==> src/rtl/mc_ctrl.sv <==
// Multi-cycle CPU control unit: sequences FETCH/DECODE/EXE/MEM/WB from the
// latched opcode/funct and drives ALU op, mux selects, write enables and a retired counter.
module mc_ctrl (
    input  logic        clk,
    input  logic        reset,
    input  logic [5:0]  opcode,
    input  logic [5:0]  funct,
    input  logic        zero,
    output logic [3:0]  alu_op,
    output logic        alu_src_b,
    output logic [1:0]  ext_op,
    output logic [1:0]  reg_dst,
    output logic [1:0]  mem_to_reg,
    output logic [1:0]  pc_src,
    output logic        pc_we,
    output logic        ir_we,
    output logic        rf_we,
    output logic        mem_we,
    output logic        instr_done,
    output logic [2:0]  state,
    output logic [31:0] instr_cnt
);
    // state   | meaning
    // FETCH   | IR and PC+4 written
    // DECODE  | operands latched; jumps / jr / unsupported retire here
    // EXE     | ALU op per instruction; beq retires here
    // MEM     | sw write or lw read
    // WB      | register-file write
    typedef enum logic [2:0] {
        S_FETCH  = 3'd0,
        S_DECODE = 3'd1,
        S_EXE    = 3'd2,
        S_MEM    = 3'd3,
        S_WB     = 3'd4
    } state_t;

    localparam logic [5:0] OP_RTYPE = 6'b000000;
    localparam logic [5:0] OP_J     = 6'b000010;
    localparam logic [5:0] OP_JAL   = 6'b000011;
    localparam logic [5:0] OP_BEQ   = 6'b000100;
    localparam logic [5:0] OP_ORI   = 6'b001101;
    localparam logic [5:0] OP_LUI   = 6'b001111;
    localparam logic [5:0] OP_LW    = 6'b100011;
    localparam logic [5:0] OP_SW    = 6'b101011;

    localparam logic [5:0] FN_SLL   = 6'b000000;
    localparam logic [5:0] FN_JR    = 6'b001000;
    localparam logic [5:0] FN_ADDU  = 6'b100001;
    localparam logic [5:0] FN_SUBU  = 6'b100011;
    localparam logic [5:0] FN_AND   = 6'b100100;

    state_t cur, nxt;

    logic is_r, is_addu, is_subu, is_and, is_sll, is_jr;
    logic is_j, is_jal, is_beq, is_ori, is_lui, is_lw, is_sw;
    logic is_r_alu, supported;

    logic pc_we_c, ir_we_c, rf_we_c, mem_we_c, done_c;

    assign is_r      = (opcode == OP_RTYPE);
    assign is_addu   = is_r && (funct == FN_ADDU);
    assign is_subu   = is_r && (funct == FN_SUBU);
    assign is_and    = is_r && (funct == FN_AND);
    assign is_sll    = is_r && (funct == FN_SLL);
    assign is_jr     = is_r && (funct == FN_JR);
    assign is_j      = (opcode == OP_J);
    assign is_jal    = (opcode == OP_JAL);
    assign is_beq    = (opcode == OP_BEQ);
    assign is_ori    = (opcode == OP_ORI);
    assign is_lui    = (opcode == OP_LUI);
    assign is_lw     = (opcode == OP_LW);
    assign is_sw     = (opcode == OP_SW);
    assign is_r_alu  = is_addu || is_subu || is_and || is_sll;
    assign supported = is_r_alu || is_beq || is_ori || is_lui || is_lw || is_sw;

    always_comb begin
        nxt        = S_FETCH;
        alu_op     = 4'd2;
        alu_src_b  = 1'b0;
        ext_op     = 2'd0;
        reg_dst    = 2'd0;
        mem_to_reg = 2'd0;
        pc_src     = 2'd0;
        pc_we_c    = 1'b0;
        ir_we_c    = 1'b0;
        rf_we_c    = 1'b0;
        mem_we_c   = 1'b0;
        done_c     = 1'b0;
        case (cur)
            S_FETCH: begin
                ir_we_c = 1'b1;
                pc_we_c = 1'b1;
                nxt     = S_DECODE;
            end
            S_DECODE: begin
                if (is_j || is_jal) begin
                    pc_we_c = 1'b1;
                    pc_src  = 2'd2;
                    done_c  = 1'b1;
                    if (is_jal) begin
                        rf_we_c    = 1'b1;
                        reg_dst    = 2'd2;
                        mem_to_reg = 2'd2;
                    end
                end else if (is_jr) begin
                    pc_we_c = 1'b1;
                    pc_src  = 2'd3;
                    done_c  = 1'b1;
                end else if (!supported) begin
                    done_c = 1'b1;
                end else begin
                    nxt = S_EXE;
                end
            end
            S_EXE: begin
                nxt = S_WB;
                if (is_addu) alu_op = 4'd2;
                else if (is_subu) alu_op = 4'd3;
                else if (is_and) alu_op = 4'd1;
                else if (is_sll) alu_op = 4'd5;
                else if (is_ori) begin
                    alu_op    = 4'd0;
                    alu_src_b = 1'b1;
                end else if (is_lui) begin
                    alu_op    = 4'd6;
                    alu_src_b = 1'b1;
                    ext_op    = 2'd2;
                end else if (is_lw || is_sw) begin
                    alu_src_b = 1'b1;
                    ext_op    = 2'd1;
                    nxt       = S_MEM;
                end else if (is_beq) begin
                    // branch outcome depends on the live zero flag
                    alu_op  = 4'd3;
                    ext_op  = 2'd1;
                    pc_we_c = zero;
                    pc_src  = 2'd1;
                    done_c  = 1'b1;
                    nxt     = S_FETCH;
                end
            end
            S_MEM: begin
                if (is_sw) begin
                    mem_we_c = 1'b1;
                    done_c   = 1'b1;
                end else begin
                    nxt = S_WB;
                end
            end
            S_WB: begin
                rf_we_c    = 1'b1;
                done_c     = 1'b1;
                reg_dst    = is_r ? 2'd1 : 2'd0;
                mem_to_reg = is_lw ? 2'd1 : 2'd0;
            end
            default: nxt = S_FETCH;
        endcase
    end

    // reset suppresses every side effect of the cycle it lands in
    assign pc_we      = pc_we_c  & ~reset;
    assign ir_we      = ir_we_c  & ~reset;
    assign rf_we      = rf_we_c  & ~reset;
    assign mem_we     = mem_we_c & ~reset;
    assign instr_done = done_c   & ~reset;
    assign state      = cur;

    always_ff @(posedge clk) begin
        if (reset) begin
            cur       <= S_FETCH;
            instr_cnt <= 32'd0;
        end else begin
            cur <= nxt;
            if (instr_done) instr_cnt <= instr_cnt + 32'd1;
        end
    end
endmodule
==> config.mk <==
export PLATFORM = sky130hd
export DESIGN_NAME = mc_ctrl
export DESIGN_NICKNAME = d
export VERILOG_FILES = /design/src/rtl/mc_ctrl.sv
export SDC_FILE = /design/constraint.sdc
export NUM_CORES = 1
export LEC_CHECK = 0
export ABC_CLOCK_PERIOD_IN_PS = 3300
export BUFFER_PORTS_ARGS = -buffer_cell sky130_fd_sc_hd__buf_4
export CORE_UTILIZATION = 30
export DETAILED_ROUTE_END_ITERATION = 8
export PLACE_DENSITY = 0.55
export SYNTH_ARGS = -nofsm -noshare
export SYNTH_HDL_FRONTEND = slang
export SYNTH_SLANG_ARGS = --single-unit
==> constraint.sdc <==
create_clock -name clk -period 3.3 [get_ports clk]
set_input_delay 0.33 -clock clk [delete_from_list [all_inputs] [get_ports clk]]
set_output_delay 0.33 -clock clk [all_outputs]
set_load 0.03 [all_outputs]
=== Word-level counts from Yosys, hierarchy flattened ===
Cells that the tools add are included.

* Register bits: 35
* Input port bits: 15
* Output and inout bits: 53
* Logic and storage cells: 126

* Add/sub/neg operators: 1
* Eq/ne operators: 15
* Mux-type cells: 84
* Bitwise gates (word level): 6
* Reductions and logical operators: 18

{| class="wikitable"
|+ Operators by type and width
! operator !! number
|-
| 3-bit two-way mux || 16
|-
| 1-bit two-way mux || 47
|-
| 32-bit by 1-bit adder with 32-bit output, second input constant || 1
|-
| 6-bit equality test, second input constant || 5
|-
| 2-bit two-way mux || 14
|-
| 6-bit by 4-bit equality test with 1-bit output, second input constant || 3
|-
| 6-bit by 2-bit equality test with 1-bit output, second input constant || 2
|-
| 6-bit logical NOT || 2
|-
| 2-bit one-hot mux with 2 select lines || 3
|-
| 3-bit one-hot mux with 4 select lines || 1
|-
| 1-bit logical OR || 10
|-
| 3-bit by 2-bit equality test with 1-bit output, second input constant || 2
|-
| 6-bit by 3-bit equality test with 1-bit output, second input constant || 1
|-
| 1-bit bitwise AND || 5
|-
| 1-bit logical AND || 5
|-
| 1-bit one-hot mux with 4 select lines || 1
|-
| 3-bit by 1-bit equality test with 1-bit output, second input constant || 1
|-
| 3-bit equality test, second input constant || 1
|-
| 3-bit logical NOT || 1
|-
| 1-bit one-hot mux with 3 select lines || 1
|-
| 1-bit one-hot mux with 2 select lines || 1
|-
| 1-bit inverter || 1
|}

=== Logic depth before layout (Yosys ltp) ===
Gate-level depths: netlist of the first run.

* Depth in word-level cells: 15
* Mapped depth: 10
* Mapped depth without buffers: 6

=== Least setup slack after synthesis of the first run ===
Ideal clock, no wire load.

* Path type: in2out
* Start point: input port opcode[3]
* End point: output port pc_we
* Arrival: 2361 ps
* Data required time: 2970 ps
* Slack: 609 ps
* Cell stages on the path: 7
* Path buffers: 2
* Path through: buf_6 or4_4 buf_6 nor3_1 nand2_1 a21oi_1 o31a_1

* Longest elaborated chain between the ends: 11
* Elaborated cells between the ends (all ways): 27
* Those cells by class: 7 x eq/ne; 11 x mux; 1 x bitwise; 8 x reduce/logical

{| class="wikitable"
|+ Ends and longest elaborated chain
! what !! RTL line !! source
|-
| from (decl) || 6 || <nowiki>input logic [5:0] opcode,</nowiki>
|-
| 6-bit by 3-bit equality test with 1-bit output, or another cell as far along || 68 || <nowiki>assign is_beq = (opcode == OP_BEQ);</nowiki>
|-
| 1-bit two-way mux or 1-bit logical OR (tied branches) || 132, 128 ||
|-
| 1-bit two-way mux || 128 || <nowiki>end else if (is_lw || is_sw) begin</nowiki>
|-
| 1-bit two-way mux || 124 || <nowiki>end else if (is_lui) begin</nowiki>
|-
| 1-bit two-way mux || 121 || <nowiki>else if (is_ori) begin</nowiki>
|-
| 1-bit two-way mux || 120 || <nowiki>else if (is_sll) alu_op = 4'd5;</nowiki>
|-
| 1-bit two-way mux || 119 || <nowiki>else if (is_and) alu_op = 4'd1;</nowiki>
|-
| 1-bit two-way mux || 118 || <nowiki>else if (is_subu) alu_op = 4'd3;</nowiki>
|-
| 1-bit two-way mux || 117 || <nowiki>if (is_addu) alu_op = 4'd2;</nowiki>
|-
| 1-bit one-hot mux with 3 select lines * || 89 || <nowiki>case (cur)</nowiki>
|-
| 1-bit bitwise AND * || 161 || <nowiki>assign pc_we = pc_we_c & ~reset;</nowiki>
|-
| to (decl) || 15 || <nowiki>output logic pc_we,</nowiki>
|}

Every way passes the cells marked *; elsewhere a longest branch is shown, timed or not.

=== Final worst setup path of the first run ===
* Start point: register cur[0], in the netlist state[0]
* End point: output port instr_done

* Longest elaborated chain between the ends: 3
* Elaborated cells between the ends (all ways): 6
* Those cells by class: 4 x eq/ne; 1 x mux; 1 x bitwise

{| class="wikitable"
|+ Ends and longest elaborated chain
! what !! RTL line !! source
|-
| from (decl) || 52 || <nowiki>state_t cur, nxt;</nowiki>
|-
| from (signal assigned) || 173 || <nowiki>cur <= nxt;</nowiki>
|-
| 3-bit equality test, or another cell as far along || 89 ||
|-
| 1-bit one-hot mux with 4 select lines * || 89 ||
|-
| 1-bit bitwise AND * || 165 || <nowiki>assign instr_done = done_c & ~reset;</nowiki>
|-
| to (decl) || 19 || <nowiki>output logic instr_done,</nowiki>
|}

Marked as above.

==> results of run 1 <==
[sequential cells by signal (all words and copies together), names as in the netlist]
register and count:
state 3, instr_cnt 32
[through the flow]
stage	total power, W	hold WS (ps)	instance area, µm²	instances
3_5_place_dp	0.000533	506	2910	445
6_report	0.000873	442	3020	454
4_1_cts	0.000883	435	3010	453
5_1_grt	0.000916	484	3020	454
2_1_floorplan	0.000503	556	2400	293
3_3_place_gp	0.000533	493	2910	445
[synth_stat cells, types with 6 or more instances]
master,count,area [µm²]
or4_1,11,82.6
nand4_1,7,43.8
dfxtp_1,35,701
clkbuf_1,6,22.5
o31ai_1,11,82.6
inv_1,11,41.3
nor3_1,15,75.1
nand2_1,21,78.8
a21oi_1,19,95.1
nand3_1,6,30.0
nor2b_1,8,50.1
nor2_1,31,116
xor2_1,8,70.1
[routing by layer]
layer / vias up / routed length, µm / GRT usage
met4: 0 / 65 / 0.0437
met2: 55 / 3030 / 0.245
met1: 1119 / 3250 / 0.212
met5: - / 0 / 0
li1: 1203 / - / -
met3: 6 / 297 / 0.0268
[kinds of logic (layout without fill, tap and decap cells)]
group / after synthesis / after routing
AND/OR/NAND/NOR: 140 / 140
AO/OA/AOI/OAI: 65 / 66
flip-flops: 35 / 35
buffers and inverters: 33 / 91
XOR/XNOR: 9 / 9
multiplexers: 9 / 9
adder cells (fa/ha/maj): 1 / 1
other: 1 / 1
[report_power, final]
part           leakage, nW  internal, W  total [W]  switching (W)
Clock               0.0505     0.000190   0.000348       0.000158
Combinational        0.784    0.0000349  0.0000971      0.0000623
Sequential           0.282     0.000424   0.000428     0.00000405
Total                 1.12     0.000649   0.000873       0.000224
[path summary, 6_finish.rpt]
kind | endpoint | slack [ps] | cells after the start
max | instr_done | 310 | 6
min | state[2] | 440 | 4
max reg2reg | instr_cnt[22] | 550 | 6
min reg2reg | instr_cnt[18] | 510 | 2
[critical path, cell delays in order (launching register included)]
cell     delay (ps)
dfxtp_1         520
nor3b_1         170
a41oi_1         570
nand2_1         370
o21ai_4         480
inv_1            80
buf_4           180
[cell type report]
| class | instances | area, µm² |
|---|---|---|
| Multi-Input combinational cell | 226 | 1510 |
| Fill cell | 832 | 4710 |
| Clock buffer | 7 | 96.3 |
| Sequential cell | 35 | 701 |
| Inverter | 13 | 48.8 |
| Timing Repair Buffer | 70 | 526 |
| Clock inverter | 1 | 7.51 |
| Tap cell | 102 | 128 |
==> key figures, run 1 <==
Status
  • Outcome: complete, no violations

Clock tree
  • CTS Root Cell: clkbuf_8
  • Clk buf depth: 2
  • Cts hold-fix bufs: 0
  • CTS Buf Count: 5
  • Post-CTS setup buffers: 0
  • CTS tree: done
  • Clock Sink Count: 35
  • H-tree levels: 2
  • Clock Latency Late Sink: 290 ps
  • Clock transition at path regs: 80 ps
  • Post-cts gate resize count: 0

STA
  • Pins Over Slew Limit: 0
  • Worst-Margin Slew: 689 ps
  • Setup TNS: 0 ps
  • RSZ-0062 raised after global routing: false
  • Period Utilization, post-route: 0.906
  • Setup Viol. Count Final: 0
  • Fmax: 335 MHz
  • Setup ws final: 311 ps
  • Clock Skews: 9.07 ps
  • Max-slew headroom: 0.534
  • Fin. Hold Viols: 0
  • Fin crit period: 2990 ps

Yosys
  • Syn nets: 309
  • Synth Flop Type: dfxtp_1
  • Asr flop ratio synth: 0
  • Synth warnings: 0
  • Main combinational cell family by area after synthesis: simple AND/OR/NAND/NOR gates
  • Sequential-to-total area share from yosys stat: 0.292
  • Complex-gate fraction of the synthesized area: 0.197
  • Mean post-synth cell area: 8.19 µm²
  • Synthesized area: 2400 µm²
  • Simple-Gate Fraction of Synth Area: 0.345
  • Synth Area in XOR/XNOR: 0.0328
  • Adder-Cell Fraction of Synth Area: 0.00521
  • Flops & latches, synth: 35
  • Post-Syn Instances: 293
  • Distinct cell type count after synthesis: 65
  • Proportion of synthesized area in mux cells: 0.0453
  • EDFF count, synth: 0

Place
  • Final HPWL DP: 4.78 mm
  • Gpl congestion: 0.838
  • # port buffers: 66
  • Pre-CTS setup slack: 451 ps

Critical path
  • Worst EP arrival: 2660 ps
  • Crit-path max FO: 15
  • CP required: 2970 ps
  • Worst Setup End Kind: primary output
  • Worst Path Class, Setup: flip-flop to primary output
  • Startpoint types: flip-flop
  • R2r startpoint: state[2]
  • Launch point of the worst path: state[0]

Pwr
  • Pwr/cell area: 289 nW/µm²
  • Maximum vdd drop: 0.148 mV
  • Pleak: 1.12 nW

Route
  • Antenna viol nets, final: 0
  • DRC Markers: 0
  • Routed len/inst: 14.6 µm
  • DRT Pass-1 Iters: 4
  • Via density: 5.25
  • DR iter-0 viols: 99
  • DR vias: 2383
  • Post-Route WL: 6.64 mm

Worst hold path
  • Worst hold path type: input port to flip-flop
  • Hold path start: opcode[3]

Cells and area
  • Final core occ: 0.391
  • Nets@finish: 367
  • Layout area overhead: 25.8%
  • Layout cells sized above 1: 0.304
  • Most common cell after layout, fill and taps aside: buf_4
  • Most frequent cells in the layout: 70 x buf_4, 35 x dfxtp_1, 31 x nor2_1
  • Number of diodes: 0

Floorplanning
  • Chip Height: 91.5 µm
  • Die width: 91.5 µm
  • Initial core utilization: 0.311
  • Core area: 7730 µm²
  • Ports: 68
  • FP Rows: 32
  • Die ar.: 8360 µm²

GRT
  • Initial antenna violation count: 0
  • First-pass GRT wire length: 10.5 mm
  • Via count of the first global-routing pass: 2150
  • Pin count of the biggest net entering global routing: 43
  • GRT Total Usage: 0.154
  • GRT overflow: 0

Job
  • Max_cap viols: 0
No activity file was read; power rests on OpenSTA's default activity.
==> inputs of run 2 (changes only) <==
--- a/config.mk
+++ b/config.mk
@@ -6,10 +6,11 @@
 export NUM_CORES = 1
 export LEC_CHECK = 0
 export ABC_CLOCK_PERIOD_IN_PS = 3300
-export BUFFER_PORTS_ARGS = -buffer_cell sky130_fd_sc_hd__buf_4
+export CAP_MARGIN = 20
 export CORE_UTILIZATION = 30
 export DETAILED_ROUTE_END_ITERATION = 8
-export PLACE_DENSITY = 0.55
+export DONT_BUFFER_PORTS = 1
+export PLACE_DENSITY = 0.48
 export SYNTH_ARGS = -nofsm -noshare
 export SYNTH_HDL_FRONTEND = slang
 export SYNTH_SLANG_ARGS = --single-unit
==> run 2 against run 1 <==
Compared with the run above: sequential power is essentially flat; clock power shrank 12%; die area is the same; highest routed layer unchanged; register-to-register slack gained 100 ps; clock-buffer cell count is the same; critical path depth is the same; cell count shrank 11%; maximum frequency is essentially flat; sequential share of layout area grew 3.6 points; largest power group unchanged; critical endpoint unchanged; routed wire length shrank 5.5%.
==> key figures, run 2 (synthesis gave the netlist of run 1 again) <==
Status
  • Outcome: complete, no violations (unchanged)

Route
  • Via density: 5.56 (was 5.25)
  • Antenna viol nets, final: 0 (unchanged)
  • Routed len/inst: 15.6 µm (was 14.6 µm)
  • DR vias: 2234 (was 2383)
  • DRT Pass-1 Iters: 4 (unchanged)
  • DRC Markers: 0 (unchanged)
  • DR iter-0 viols: 109 (was 99)
  • Post-Route WL: 6.28 mm (was 6.64 mm)

GRT
  • Initial antenna violation count: 0 (unchanged)
  • GRT Total Usage: 0.155 (was 0.154)
  • First-pass GRT wire length: 10.5 mm (about the same)
  • Met3 usage: 0.0595 (was 0.0268)
  • Met2 usage in global routing: 0.231 (was 0.245)
  • Via count of the first global-routing pass: 2101 (was 2150)
  • Pin count of the biggest net entering global routing: 43 (unchanged)
  • Most Used Layer, Global Route: met2 (unchanged)
  • Met1 usage: 0.207 (was 0.212)
  • GRT overflow: 0 (unchanged)

Clock tree
  • Clock Latency Late Sink: 290 ps (about the same)
  • CTS Buf Count: 5 (unchanged)
  • Clock Sink Count: 35 (unchanged)
  • CTS Root Cell: clkbuf_8 (unchanged)
  • Clk buf depth: 2 (unchanged)
  • Cts hold-fix bufs: 0 (unchanged)
  • Post-cts gate resize count: 0 (unchanged)
  • Post-CTS setup buffers: 0 (unchanged)
  • CTS tree: done (unchanged)
  • Clock transition at path regs: 70 ps (was 80 ps)
  • H-tree levels: 2 (unchanged)

Cells and area
  • Layout cells sized above 1: 0.183 (was 0.304)
  • Nets@finish: 315 (was 367)
  • Most frequent cells in the layout: 35 x dfxtp_1, 31 x nor2_1, 21 x nand2_1 (was 70 x buf_4, 35 x dfxtp_1, 31 x nor2_1)
  • Register with the most flip-flops: instr_cnt (unchanged)
  • Most common cell after layout, fill and taps aside: dfxtp_1 (was buf_4)
  • Number of diodes: 0 (unchanged)
  • Max reg flops: 32 (unchanged)
  • Final core occ: 0.339 (was 0.391)
  • Layout area overhead: 9.02% (was 25.8%)
  • Fillers: 818 (was 832)

Pwr
  • Power Total: 0.000797 W (was 0.000873 W)
  • Maximum vdd drop: 0.175 mV (was 0.148 mV)
  • Pwr/cell area: 304 nW/µm² (was 289 nW/µm²)
  • Pleak: 0.842 nW (was 1.12 nW)

Floorplanning
  • Chip Height: 91.5 µm (unchanged)
  • Core area: 7730 µm² (unchanged)
  • FP Rows: 32 (unchanged)
  • Die ar.: 8360 µm² (unchanged)
  • Die width: 91.5 µm (unchanged)
  • Ports: 68 (unchanged)
  • Initial core utilization: 0.311 (unchanged)

Critical path
  • Worst Setup End Kind: primary output (unchanged)
  • Worst R2R Setup Slack: 650 ps (was 550 ps)
  • Worst EP arrival: 2660 ps (about the same)
  • Critical path's largest stage delay: 570 ps (about the same)
  • R2r startpoint: state[2] (unchanged)
  • Startpoint types: flip-flop (unchanged)
  • CP required: 2970 ps (about the same)
  • Crit-path max FO: 22 (was 15)
  • Worst Path Class, Setup: flip-flop to primary output (unchanged)
  • Launch point of the worst path: state[1] (was state[0])
  • Worst setup endpoint: instr_done (unchanged)
  • R2R depth: 7 (was 6)
  • Capture point of the worst reg-to-reg path: instr_cnt[16] (was instr_cnt[22])
  • Cell chain of the critical path: buf_4 > nor2b_1 > a41oi_1 > nand2_1 > o21ai_4 > inv_1 (was nor3b_1 > a41oi_1 > nand2_1 > o21ai_4 > inv_1 > buf_4)
  • Slowest-stage cell, CP: o21ai_4 (was a41oi_1)

Place
  • Final HPWL DP: 4.64 mm (was 4.78 mm)
  • # port buffers: 0 (was 66)
  • Gpl congestion: 0.820 (was 0.838)

STA
  • Period Utilization, post-route: 0.905 (was 0.906)
  • Clock Skews: 5.95 ps (was 9.07 ps)
  • Pins Over Slew Limit: 0 (unchanged)
  • Fin crit period: 2990 ps (about the same)
  • Fmax: 335 MHz (about the same)
  • Max-slew headroom: 0.366 (was 0.534)
  • Setup Viol. Count Final: 0 (unchanged)
  • Fin. Hold Viols: 0 (unchanged)
  • Worst-Margin Slew: 941 ps (was 689 ps)
  • Setup TNS: 0 ps (unchanged)
  • RSZ-0062 raised after global routing: false (unchanged)

Job
  • Max_cap viols: 0 (unchanged)

Worst hold path
  • Worst hold path type: input port to flip-flop (unchanged)
run 2: worst min-delay path by stage:
stage | slack (ps) | cells past startpoint | start | endpoint
after floorplan | 560 | 2 | reset | instr_cnt[17]
after global placement | 400 | 1 | reset | instr_cnt[3]
after detailed placement | 400 | 1 | reset | instr_cnt[3]
after CTS | 90 | 1 | reset | instr_cnt[30]
after global routing | 80 | 1 | reset | instr_cnt[3]
final | 100 | 1 | reset | instr_cnt[3]
run 2: area by class of cell:
type	count	area, µm²	area share
Clock buffer	7	76.3	0.0292
Sequential cell	35	701	0.268
Tap cell	102	128	0.0488
Multi-Input combinational cell	225	1520	0.579
Inverter	13	48.8	0.0186
Clock inverter	1	5.00	0.00191
Timing Repair Buffer	19	143	0.0545
run 2: per-stage QoR:
step | cell area (µm²) | std cells | hold WS (ps) | worst slack [ps]
6_report | 2620 | 402 | 105 | 314
5_1_grt | 2620 | 402 | 84.2 | 133
4_1_cts | 2620 | 402 | 90.9 | 327
3_5_place_dp | 2540 | 394 | 400 | 645
3_3_place_gp | 2540 | 394 | 398 | 693
2_1_floorplan | 2400 | 293 | 556 | 609
run 2: report_power, final:
| part | leakage (nW) | switching (W) | internal [W] | total (W) |
|---|---|---|---|---|
| combinational | 0.518 | 0.0000442 | 0.0000211 | 0.0000653 |
| sequential | 0.282 | 0.00000158 | 0.000424 | 0.000425 |
| clock | 0.0422 | 0.000158 | 0.000148 | 0.000306 |
| total | 0.842 | 0.000203 | 0.000593 | 0.000797 |
run 2: metal layers:
layer  share of wire  wire length [µm]
met1            0.46              2910
met2            0.43              2730
met3           0.089               561
met4           0.013                83
met5               0                 0
run 2: critical path: cells and delay by family, from the launching register on:
kind                   cells  cell delay [ps]
buffers and inverters      2              490
AO/OA/AOI/OAI              2             1110
flip-flops                 1              310
AND/OR/NAND/NOR            2              450
==> inputs of run 3 (changes only) <==
--- a/config.mk
+++ b/config.mk
@@ -7,10 +7,11 @@
 export LEC_CHECK = 0
 export ABC_CLOCK_PERIOD_IN_PS = 3300
 export CAP_MARGIN = 20
-export CORE_UTILIZATION = 30
+export CORE_MARGIN = 2
+export CORE_UTILIZATION = 55
 export DETAILED_ROUTE_END_ITERATION = 8
 export DONT_BUFFER_PORTS = 1
-export PLACE_DENSITY = 0.48
+export PLACE_DENSITY = 0.74
 export SYNTH_ARGS = -nofsm -noshare
 export SYNTH_HDL_FRONTEND = slang
 export SYNTH_SLANG_ARGS = --single-unit
==> run 3 against run 2 <==
Compared with the run above: flip-flop and latch count is the same; global-route usage rose by 9.2 points; clock-buffer cell count shrank 2; clock skew up 3.7 ps; hold slack gained 1.1 ps; via count up 0.49%; first-iteration DRC count is 83% higher; setup slack improved by 100 ps; core utilization increased by 27 points; maximum frequency rose by 3.5%; highest routed layer unchanged.
==> key figures, run 3 (synthesis gave the netlist of run 1 again) <==
STA
  • Fmax: 347 MHz (was 335 MHz)
  • Period Utilization, post-route: 0.874 (was 0.905)
  • Max-slew headroom: 0.376 (was 0.366)
  • Setup ws final: 416 ps (was 314 ps)
  • Setup TNS: 0 ps (unchanged)
  • Setup Viol. Count Final: 0 (unchanged)
  • Hold_ws: 106 ps (was 105 ps)
  • Worst-Margin Slew: 926 ps (was 941 ps)
  • Fin crit period: 2880 ps (was 2990 ps)
  • RSZ-0062 raised after global routing: false (unchanged)
  • Clock Skews: 9.67 ps (was 5.95 ps)
  • Pins Over Slew Limit: 0 (unchanged)
  • Fin. Hold Viols: 0 (unchanged)

GRT
  • GRT overflow: 0 (unchanged)
  • Pin count of the biggest net entering global routing: 43 (unchanged)
  • GRT Total Usage: 0.247 (was 0.155)
  • Via count of the first global-routing pass: 2012 (was 2101)
  • Initial antenna violation count: 0 (unchanged)
  • First-pass GRT wire length: 9.89 mm (was 10.5 mm)

Route
  • Antenna viol nets, final: 0 (unchanged)
  • DRC Markers: 0 (unchanged)
  • Routed len/inst: 16.5 µm (was 15.6 µm)
  • DRT Pass-1 Iters: 4 (unchanged)
  • Post-Route WL: 5.81 mm (was 6.28 mm)
  • Via density: 6.38 (was 5.56)
  • DR iter-0 viols: 199 (was 109)
  • DR vias: 2245 (was 2234)

Worst hold path
  • Worst Hold Depth: 1 (unchanged)
  • Hold path start: reset (unchanged)
  • Hold EP: instr_cnt[20] (was instr_cnt[3])
  • Worst hold path type: input port to flip-flop (unchanged)

Critical path
  • Worst Path Class, Setup: flip-flop to primary output (unchanged)
  • R2R depth: 8 (was 7)
  • Worst Setup End Kind: primary output (unchanged)
  • CP required: 2970 ps (about the same)
  • Worst R2R Setup Slack: 630 ps (was 650 ps)
  • R2r startpoint: state[1] (was state[2])
  • Worst EP arrival: 2550 ps (was 2660 ps)
  • Startpoint types: flip-flop (unchanged)
  • Capture point of the worst reg-to-reg path: instr_cnt[6] (was instr_cnt[16])
  • Crit-path max FO: 20 (was 22)

Place
  • # port buffers: 0 (unchanged)
  • Gpl congestion: 0.885 (was 0.820)
  • Pre-CTS setup slack: 698 ps (was 645 ps)
  • Final HPWL DP: 4.26 mm (was 4.64 mm)

Clock tree
  • Clock Sink Count: 35 (unchanged)
  • CTS Buf Count: 5 (unchanged)
  • CTS tree: done (unchanged)
  • Clock transition at path regs: 80 ps (was 70 ps)
  • Clock Latency Late Sink: 290 ps (about the same)
  • Post-CTS setup buffers: 0 (unchanged)
  • CTS Root Cell: clkbuf_8 (unchanged)
  • Cts hold-fix bufs: 0 (unchanged)
  • H-tree levels: 2 (unchanged)
  • Clk buf depth: 2 (unchanged)
  • Post-cts gate resize count: 0 (unchanged)

Floorplanning
  • Initial core utilization: 0.563 (was 0.311)
  • Chip Height: 70.1 µm (was 91.5 µm)
  • Die width: 70.1 µm (was 91.5 µm)
  • FP Rows: 24 (was 32)
  • Die ar.: 4910 µm² (was 8360 µm²)
  • Ports: 68 (unchanged)
  • Core area: 4260 µm² (was 7730 µm²)

Pwr
  • Pleak: 0.856 nW (was 0.842 nW)
  • Pwr/cell area: 341 nW/µm² (was 304 nW/µm²)
  • Power Total: 0.000879 W (was 0.000797 W)
  • Maximum vdd drop: 0.381 mV (was 0.175 mV)

Cells and area
  • Register with the most flip-flops: instr_cnt (unchanged)
  • Most common cell after layout, fill and taps aside: dfxtp_1 (unchanged)
  • Most frequent cells in the layout: 35 x dfxtp_1, 31 x nor2_1, 21 x nand2_1 (unchanged)
  • Layout area overhead: 7.45% (was 9.02%)
  • Nets@finish: 315 (unchanged)
  • Layout cells sized above 1: 0.187 (was 0.183)
  • Max reg flops: 32 (unchanged)
  • Final core occ: 0.605 (was 0.339)
  • Number of diodes: 0 (unchanged)

Job
  • Max_cap viols: 0 (unchanged)

Status
  • Outcome: complete, no violations (unchanged)
[run 3: worst max-delay path by stage]
stage,start,end,slack (ps),depth (start not counted)
after floorplan,opcode[3],pc_we,610,7
after detailed placement,state[1],instr_cnt[6],700,8
after CTS,state[1],instr_done,400,6
after global routing,state[1],instr_done,100,6
final,state[1],instr_done,420,6
after global placement,opcode[3],instr_done,770,5
[run 3: through the flow]
step / std cells / area [µm²]
final: 352 / 2580
after global routing: 352 / 2580
after CTS: 352 / 2580
after detailed placement: 344 / 2470
after global placement: 344 / 2470
after floorplan: 293 / 2400
[run 3: power breakdown]
group	switching [W]	internal, W
Sequential	0.00000329	0.000424
Combinational	0.0000412	0.0000211
Clock	0.000165	0.000225
[run 3: final cells by class]
type,count,area (µm²)
Clock buffer,5,68.8
Clock inverter,3,43.8
Sequential cell,35,701
Inverter,13,48.8
Timing Repair Buffer,19,143
Tap cell,52,65.1
Multi-Input combinational cell,225,1510
Fill cell,397,1680
[run 3: worst max-delay path: stages, from the launching register on]
cell and delay (ps):
dfxtp_1 300, buf_4 180, nor2b_1 150, a41oi_1 520, nand2_1 280, o21ai_4 520, inv_1 290
[run 3: metal layers]
layer  vias to the layer above  GRT usage  part of all wire
li1                       1092          -                 -
met1                      1061      0.354              0.44
met2                        85      0.360              0.46
met3                         7     0.0750             0.087
met4                         0     0.0684             0.012
met5                         -          0                 0
